<file path="src/rtl/color_classifier.sv">
// Color classifier: normalizes red/blue/green counts to percent-of-clear and picks a color code.
// Optional COLOR_CLASS_DEBOUNCE_EN: color changes only after DEBOUNCE_FRAMES identical candidates.
module color_classifier #(
   parameter int DEBOUNCE_FRAMES = 3,
   parameter int BLUE_LO         = 61,
   parameter int BLUE_HI         = 84,
   parameter int GREEN_LO        = 57,
   parameter int GREEN_HI        = 80,
   parameter int RED_LO          = 84,
   parameter int RED_HI          = 105
) (
   input  logic        clk,
   input  logic        rst,
   input  logic [1:0]  filter_in,
   input  logic [31:0] count_in,
   input  logic        count_valid,
   output logic [2:0]  color,
   output logic        color_valid,
   output logic [7:0]  red_pct,
   output logic [7:0]  blue_pct,
   output logic [7:0]  green_pct,
   output logic        busy,
   output logic        frame_drop
);

   typedef enum logic [2:0] {COLLECT, DIV_R, DIV_B, DIV_G, CLASSIFY} state_t;

   localparam logic [1:0] F_RED   = 2'b00;
   localparam logic [1:0] F_BLUE  = 2'b01;
   localparam logic [1:0] F_GREEN = 2'b11;
   localparam logic [1:0] F_CLEAR = 2'b10;

   localparam logic [7:0] B_LO = 8'(BLUE_LO);
   localparam logic [7:0] B_HI = 8'(BLUE_HI);
   localparam logic [7:0] G_LO = 8'(GREEN_LO);
   localparam logic [7:0] G_HI = 8'(GREEN_HI);
   localparam logic [7:0] R_LO = 8'(RED_LO);
   localparam logic [7:0] R_HI = 8'(RED_HI);

   if (DEBOUNCE_FRAMES < 1 || DEBOUNCE_FRAMES > 15) begin : g_bad_debounce
      $error("DEBOUNCE_FRAMES must be in 1..15");
   end

   state_t      state;
   logic        vld_p0;
   logic [1:0]  filt_p0;
   logic [31:0] cnt_p0;
   logic [31:0] ch_r, ch_b, ch_g, ch_c;
   logic        seen_r, seen_b, seen_g;
   logic [3:0]  step;
   logic [39:0] rem;
   logic [7:0]  quo;
   logic        div_zero, div_sat;

   logic [31:0] div_chan;
   logic [39:0] dividend, clr_w, trial, rem_nx;
   logic [2:0]  bit_idx;
   logic        take;
   logic [7:0]  quo_nx, pct_res;
   logic [2:0]  cand;

   function automatic logic [7:0] pct_result(input logic zero, input logic sat,
                                             input logic [7:0] q);
      if (zero)
         return 8'd0;
      else if (sat)
         return 8'd255;
      else
         return q;
   endfunction

   // Strict windows, blue has priority over green, green over red.
   function automatic logic [2:0] classify(input logic [7:0] r, input logic [7:0] b,
                                           input logic [7:0] g);
      if (b > B_LO && b < B_HI)
         return 3'b001;
      else if (g > G_LO && g < G_HI)
         return 3'b010;
      else if (r > R_LO && r < R_HI)
         return 3'b100;
      else
         return 3'b000;
   endfunction

   always_comb begin
      case (state)
         DIV_B:   div_chan = ch_b;
         DIV_G:   div_chan = ch_g;
         default: div_chan = ch_r;
      endcase
   end

   assign dividend = {8'd0, div_chan} * 40'd100;
   assign clr_w    = {8'd0, ch_c};
   assign bit_idx  = 3'(4'd8 - step);
   assign trial    = clr_w << bit_idx;
   assign take     = (rem >= trial);
   assign rem_nx   = take ? (rem - trial) : rem;
   assign quo_nx   = quo | (take ? (8'd1 << bit_idx) : 8'd0);
   assign pct_res  = pct_result(div_zero, div_sat, quo_nx);
   assign cand     = classify(red_pct, blue_pct, green_pct);

`ifdef COLOR_CLASS_DEBOUNCE_EN
   localparam logic [3:0] DEB_N = 4'(DEBOUNCE_FRAMES);

   logic [2:0] prev_cand;
   logic [3:0] stable_cnt, stable_nx;

   always_comb begin
      stable_nx = 4'd1;
      if (cand == prev_cand)
         stable_nx = (stable_cnt >= DEB_N) ? DEB_N : stable_cnt + 4'd1;
   end
`endif

   // Stage p0: input strobe register
   always_ff @(posedge clk or posedge rst) begin
      if (rst) begin
         vld_p0  <= 1'b0;
         filt_p0 <= 2'b00;
         cnt_p0  <= 32'd0;
      end else begin
         vld_p0  <= count_valid;
         filt_p0 <= filter_in;
         cnt_p0  <= count_in;
      end
   end

   // Stage p1: frame collection, sequential division and classification
   always_ff @(posedge clk or posedge rst) begin
      if (rst) begin
         state       <= COLLECT;
         ch_r        <= 32'd0;
         ch_b        <= 32'd0;
         ch_g        <= 32'd0;
         ch_c        <= 32'd0;
         seen_r      <= 1'b0;
         seen_b      <= 1'b0;
         seen_g      <= 1'b0;
         step        <= 4'd0;
         rem         <= 40'd0;
         quo         <= 8'd0;
         div_zero    <= 1'b0;
         div_sat     <= 1'b0;
         color       <= 3'b000;
         color_valid <= 1'b0;
         red_pct     <= 8'd0;
         blue_pct    <= 8'd0;
         green_pct   <= 8'd0;
         busy        <= 1'b0;
         frame_drop  <= 1'b0;
`ifdef COLOR_CLASS_DEBOUNCE_EN
         prev_cand   <= 3'b000;
         stable_cnt  <= 4'd0;
`endif
      end else begin
         color_valid <= 1'b0;
         frame_drop  <= 1'b0;
         if (state != COLLECT && vld_p0 && filt_p0 == F_CLEAR)
            frame_drop <= 1'b1;

         case (state)
            COLLECT: begin
               if (vld_p0) begin
                  case (filt_p0)
                     F_RED: begin
                        ch_r   <= cnt_p0;
                        seen_r <= 1'b1;
                     end
                     F_BLUE: begin
                        ch_b   <= cnt_p0;
                        seen_b <= 1'b1;
                     end
                     F_GREEN: begin
                        ch_g   <= cnt_p0;
                        seen_g <= 1'b1;
                     end
                     default: begin
                        seen_r <= 1'b0;
                        seen_b <= 1'b0;
                        seen_g <= 1'b0;
                        if (seen_r && seen_b && seen_g) begin
                           ch_c  <= cnt_p0;
                           step  <= 4'd0;
                           busy  <= 1'b1;
                           state <= DIV_R;
                        end else begin
                           frame_drop <= 1'b1;
                        end
                     end
                  endcase
               end
            end

            DIV_R, DIV_B, DIV_G: begin
               if (step == 4'd0) begin
                  rem      <= dividend;
                  quo      <= 8'd0;
                  div_zero <= (ch_c == 32'd0);
                  div_sat  <= (ch_c != 32'd0) && (dividend >= (clr_w << 8));
               end else begin
                  rem <= rem_nx;
                  quo <= quo_nx;
               end

               if (step == 4'd8) begin
                  step <= 4'd0;
                  case (state)
                     DIV_R: begin
                        red_pct <= pct_res;
                        state   <= DIV_B;
                     end
                     DIV_B: begin
                        blue_pct <= pct_res;
                        state    <= DIV_G;
                     end
                     default: begin
                        green_pct <= pct_res;
                        state     <= CLASSIFY;
                     end
                  endcase
               end else begin
                  step <= step + 4'd1;
               end
            end

            CLASSIFY: begin
`ifdef COLOR_CLASS_DEBOUNCE_EN
               prev_cand  <= cand;
               stable_cnt <= stable_nx;
               if (stable_nx == DEB_N)
                  color <= cand;
`else
               color <= cand;
`endif
               color_valid <= 1'b1;
               busy        <= 1'b0;
               state       <= COLLECT;
            end

            default: state <= COLLECT;
         endcase
      end
   end

endmodule

</file>
<file path="config.mk">
export PLATFORM = sky130hd
export DESIGN_NAME = color_classifier
export DESIGN_NICKNAME = d
export VERILOG_FILES = /design/src/rtl/color_classifier.sv
export SDC_FILE = /design/constraint.sdc
export NUM_CORES = 1
export LEC_CHECK = 0
export ABC_CLOCK_PERIOD_IN_PS = 10200
export CAP_MARGIN = 20
export CORE_MARGIN = 2
export CORE_UTILIZATION = 60
export CTS_BUF_LIST = sky130_fd_sc_hd__clkbuf_8
export DETAILED_ROUTE_END_ITERATION = 8
export PLACE_DENSITY = 0.9
export SLEW_MARGIN = 10
export SYNTH_ARGS = -nofsm -noshare
export SYNTH_HDL_FRONTEND = slang
export SYNTH_SLANG_ARGS = --single-unit
</file>
<file path="constraint.sdc">
create_clock -name clk -period 10.2 [get_ports clk]
set_input_delay 1.02 -clock clk [delete_from_list [all_inputs] [get_ports clk]]
set_output_delay 1.02 -clock clk [all_outputs]
set_load 0.02 [all_outputs]
</file>
# Word-level counts from Yosys, hierarchy flattened
# Index checks and enable logic that the tools add are counted.
totals:
  in_bits: 37
  reg_bits: 253
  elab_cells: 127
  out_inout_bits: 30
classes:
  n_shift: 2
  eq_ne: 12
  add_sub_neg: 3
  n_reduce_logical: 38
  mul: 1
  mux: 34
  bitwise: 6
  n_lt_le_gt_ge: 8
ops:
  columns: ["operator", "n"]
  rows:
  - ["40-bit 2-to-1 mux", 2]
  - ["32-bit one-hot mux with 2 select lines", 1]
  - ["39-bit by 40-bit greater-or-equal comparator with 1-bit output", 1]
  - ["40-bit greater-or-equal comparator", 1]
  - ["32-bit by 3-bit << shifter with 40-bit output", 1]
  - ["40-bit subtractor", 1]
  - ["32-bit by 5-bit multiplier with 37-bit output (second input constant)", 1]
  - ["32-bit logical NOT", 1]
  - ["8-bit 2-to-1 mux", 4]
  - ["32-bit nonzero test", 1]
  - ["3-bit AND reduction", 9]
  - ["8-bit by 7-bit less-than comparator with 1-bit output (second input constant)", 3]
  - ["3-bit 2-to-1 mux", 7]
  - ["8-bit by 6-bit > comparator with 1-bit output (second input constant)", 2]
  - ["4-bit 2-to-1 mux", 4]
  - ["4-bit AND reduction", 4]
  - ["3-bit one-hot mux with 2 select lines", 2]
  - ["1-bit 2-to-1 mux", 9]
  - ["8-bit by 7-bit > comparator with 1-bit output (second input constant)", 1]
  - ["1-bit logical AND", 8]
  - ["2-bit != test (second input constant)", 4]
  - ["8-bit OR", 1]
  - ["1-bit one-hot mux with 2 select lines", 4]
  - ["4-bit one-hot mux with 2 select lines", 1]
  - ["other kinds (18)", 31]

# Longest topological paths before layout
depth:
  ltp_word: 8
  ltp_mapped: 30
  ltp_nobuf: 27

# Worst setup path after synthesis
# Ideal clock, no wire load.
synth_timing:
  kind: "flip-flop to flip-flop"
  start: "register state[0]"
  end: "register div_sat"
  path_buffers: 2
  setup_ns: 0.134
  setup_slack_ns: 3.854
  synth_period_minus_slack_ns: 6.346
  arrival_time_ns: 6.212
  path_stages_with_launch: 29
  cell_sequence: "dfrtp_1 buf_1 buf_1 mux2i_1 o21ai_0 ha_1 ha_1 inv_1 fa_1 inv_1 ha_1 o21a_1 o211ai_1 or2_2 or2_2 or3_1 nand3_1 xnor2_1 ha_1 a21o_1 a21o_1 a21o_1 a21o_1 a21oi_1 nor2b_1 o21ai_0 a211oi_1 a2111oi_0 o21ai_0"
synth_between:
  elab_chain_cells: 5
  elab_cells_between_ends: 9
  cone_classes: "mul (1); order compare (1); eq/ne (3); mux (1); reduce/logical (3)"
synth_rtl:
  columns: ["item", "line", "text"]
  rows:
  - ["start, declared", "44", "state_t state;"]
  - ["start signal, assigned", "132", "state <= COLLECT;"]
  - ["start signal, assigned", "186", "state <= DIV_R;"]
  - ["start signal, assigned", "211", "state <= DIV_B;"]
  - ["3-bit by 2-bit == test with 1-bit output", "86, 162", null]
  - ["32-bit one-hot mux with 2 select lines", "86", "case (state)"]
  - ["32-bit by 5-bit multiplier with 37-bit output", "93", "assign dividend = {8'd0, div_chan} * 40'd100;"]
  - ["39-bit by 40-bit greater-or-equal comparator with 1-bit output", "200", "div_sat <= (ch_c != 32'd0) && (dividend >= (clr_w << 8));"]
  - ["1-bit logical AND", "200", null]
  - ["end signal, assigned", "200", null]
  - ["end, declared", "53", "logic div_zero, div_sat;"]
# Several ways; a longest one is shown, not always the timed one.
# A chain may end at the register's enable or synchronous reset.

# Worst setup path in the final report
# Ends and elaborated chain as after synthesis.

==> results by group <==
Status
  • Status: finished, final reports clean

Timing
  • Final min period: about 7200 ps
  • Final Max Tran Viols: 0
  • RSZ-0062 raised after global routing: no
  • Slew margin rel.: between 20% and 30%
  • Tightest Pin Transition: around 1100 ps
  • Final Hold Fails: 0
  • Total negative slack: 0 ps
  • Fmax: about 0.14 GHz
  • Final WS setup: approximately 3000 ps
  • Final setup violation count: 0
  • Final Skew: between 30 and 40 ps
  • Period utilization: around 71%

Synthesis
  • Post-Synth Simple-Gate Area: a little over a tenth
  • Mux contribution to synthesized area: about 14%
  • Post-Synth Adder-Cell Area: 15.7%
  • Commonest register cell after synthesis: dfrtp_1
  • Cells after synthesis: 1872
  • Largest family of logic cells by synthesized area: adder cells
  • Post-synthesis compound-gate area fraction: between 15 and 20%
  • Syn Std Cell Area: between 0.015 and 0.02 mm2
  • Ys Warns: 0
  • Leading area contributor after synthesis: dfrtp_1
  • Synth Register Bits: about 250
  • Count of cell types in the netlist: 65
  • Synth Net Count: approximately 2.1k
  • EDFF count, synth: 0
  • Post-synthesis average cell area: 9.60 um2
  • Xor and xnor area share after synthesis: about 3.2%
  • Asr flop ratio synth: 100%
  • Top post-synthesis cells by area: dfrtp_1, ha_1, mux2_2
  • Synth top area share: 35.2%
  • Sequential fraction of the synthesis area: between 30% and 40%

Critical path
  • Crit-path slowest cell: o21ai_0
  • Critical Path Most Common Cell: ha_1
  • Reg-to-reg slack, setup: 2980 ps
  • Largest stage delay, worst path: around 670 ps
  • WS Path Type: reg2reg
  • Crit Path Max Fanout: 31
  • Crit path arrival time: between 7000 and 8000 ps
  • Setup crit start kind: register
  • Worst Setup End Kind: register
  • Critical Path RT: ~11000 ps

Drt
  • DR vias/cell: a little over 6
  • DRT iter0 DRCs: between 1k and 1.5k
  • Drt pass-1 iters: 5
  • DRT Wirelength: around 44000 um
  • Antenna-violating nets left: 0
  • DR DRC count: 0
  • Vias: ~15k
  • Wire length per cell: ~19 um

Clock tree
  • Post-CTS Setup Inserts: 0
  • Latest clock arrival within the worst-skew pair: ~580 ps
  • CTS tree: built
  • CTS Buffer Depth: 3
  • Post-cts gate resize count: 0
  • Clock sink count: ~250
  • CTS root buf: clkbuf_8
  • # H-tree levels: 2
  • Hold Buf Count CTS: 0
  • CTS clk-pin slew, worst paths: 70 ps
  • Total CTS buffers: 43

Global routing
  • Initial antenna violation count: 0
  • First-pass GRT wire length: ~72000 um
  • Largest net degree at the start of global routing: approximately 110
  • All-layer global routing usage: between 20 and 30%
  • GRT overflow: 0
  • Vias in the first global route: between 10k and 15k

Die
  • Die extent in y: about 180 um
  • Initial core utilization: roughly three fifths
  • Die X: roughly 180 um
  • Number of I/O pins: 67
  • Core Area: 0.0296 mm2
  • Rows: 63
  • Die area: around 0.031 mm2

Final layout
  • Area delta synth->final: 11.0%
  • Inserted Diodes: 0
  • Nets@finish: 2168
  • Most common cell after layout, fill and taps aside: dfrtp_1
  • Fraction of layout cells with a size suffix above 1: roughly an eighth
  • Fillcell total: about 2.1k
  • Most frequent cells in the layout: dfrtp_1, inv_1, nand2_1, ha_1, o21ai_0

Place
  • DP HPWL: 32600 um
  • Final GP Congestion: slightly above 0.9
  • PortBufs: 66
  • Pre-CTS WS: 3030 ps

Job
  • Maximum Capacitance Violations: 0

Min path
  • Hold WC Path Type: reg2reg
[metal layers]
layer	part of all wire, %	vias up	global-route usage (%)
met5	0	-	0
met4	3.7	0	11.4
met3	7.0	118	5.07
met2	47	568	46.5
met1	42	7136	38.3
li1	-	6716	-
[metrics by stage]
step	instances	area, um2	util, %	hold WS (ps)
2_1_floorplan	1872	18000	-	455
3_3_place_gp	2263	19000	64.1	463
3_5_place_dp	2263	19000	64.1	473
4_1_cts	2340	19800	67.1	485
5_1_grt	2345	19900	67.4	490
6_report	2345	19900	67.4	485
[cells in the mapped netlist, types with 3 or more instances]
cell type	instances
a211o_1	3
a211oi_1	13
a21o_1	51
a21oi_1	128
a311oi_1	6
a31oi_1	12
a41oi_1	10
and2_1	4
and3_1	7
buf_1	19
clkbuf_1	56
dfrtp_1	253
fa_1	28
ha_1	180
inv_1	187
mux2_2	118
mux2i_1	66
mux4_2	26
nand2_1	180
nand2b_1	11
nand3_1	21
nand4_1	20
nor2_1	108
nor2b_1	14
nor3_1	21
nor4_1	13
o2111ai_1	4
o211a_1	3
o211ai_1	6
o21a_1	14
o21ai_0	134
o21bai_1	14
o221ai_1	3
o22ai_1	4
o311ai_0	3
o31a_1	3
o31ai_1	15
or2_2	6
or3_1	6
xnor2_1	40
xor2_1	26
[final timing paths]
check / start / depth (start not counted) / endpoint
worst max-delay path: state[0]$_DFFE_PP0P_ / 25 / div_sat$_DFFE_PP0P_
worst min-delay path: busy$_DFFE_PP0P_ / 1 / busy$_DFFE_PP0P_
worst max register to register: state[0]$_DFFE_PP0P_ / 25 / div_sat$_DFFE_PP0P_
worst min register to register: busy$_DFFE_PP0P_ / 1 / busy$_DFFE_PP0P_
max in group asynchronous: rst / 3 / step[0]$_DFFE_PP0P_
min in group asynchronous: rst / 2 / rem[39]$_DFFE_PP0P_
[flip-flops by register name (all words and copies together), names as in the netlist, 4 cells and up]
register	cells
ch_c	32
ch_b	32
ch_r	32
red_pct	8
blue_pct	8
green_pct	8
step	4
cnt_p0	32
rem	40
quo	8
ch_g	32
[final cells by class]
type / count / area, um2 / area share (%)
clock buffer: 51 / 702 / 3.52
clock inverter: 26 / 180 / 0.904
inverter: 187 / 709 / 3.56
multi-input combinational: 1352 / 10600 / 53.4
sequential: 253 / 6330 / 31.8
tap: 390 / 488 / 2.45
timing repair buffer: 86 / 871 / 4.37
[critical path: cells and delay by family, from the launching register on]
kind | cells | cell delay (ps)
compound gates | 14 | 3430
fa+ha+maj | 5 | 1780
buf+inv | 2 | 580
flops | 1 | 470
xor+xnor | 1 | 330
simple gates | 2 | 260
mux | 1 | 200
[cell families (layout without fill, tap and decap cells)]
group / count (synthesis) / after routing
AOI/OAI and AO/OA: 446 / 446
xor gates and xnor gates: 66 / 66
adders and majority gates: 208 / 208
buffers and inverters: 267 / 350
DFF: 253 / 253
muxes: 210 / 210
and+or+nand+nor: 422 / 422
Power is left out: the tool's default activity adds up to more than one toggle a clock period on the data nets, which glitch-free logic cannot reach.
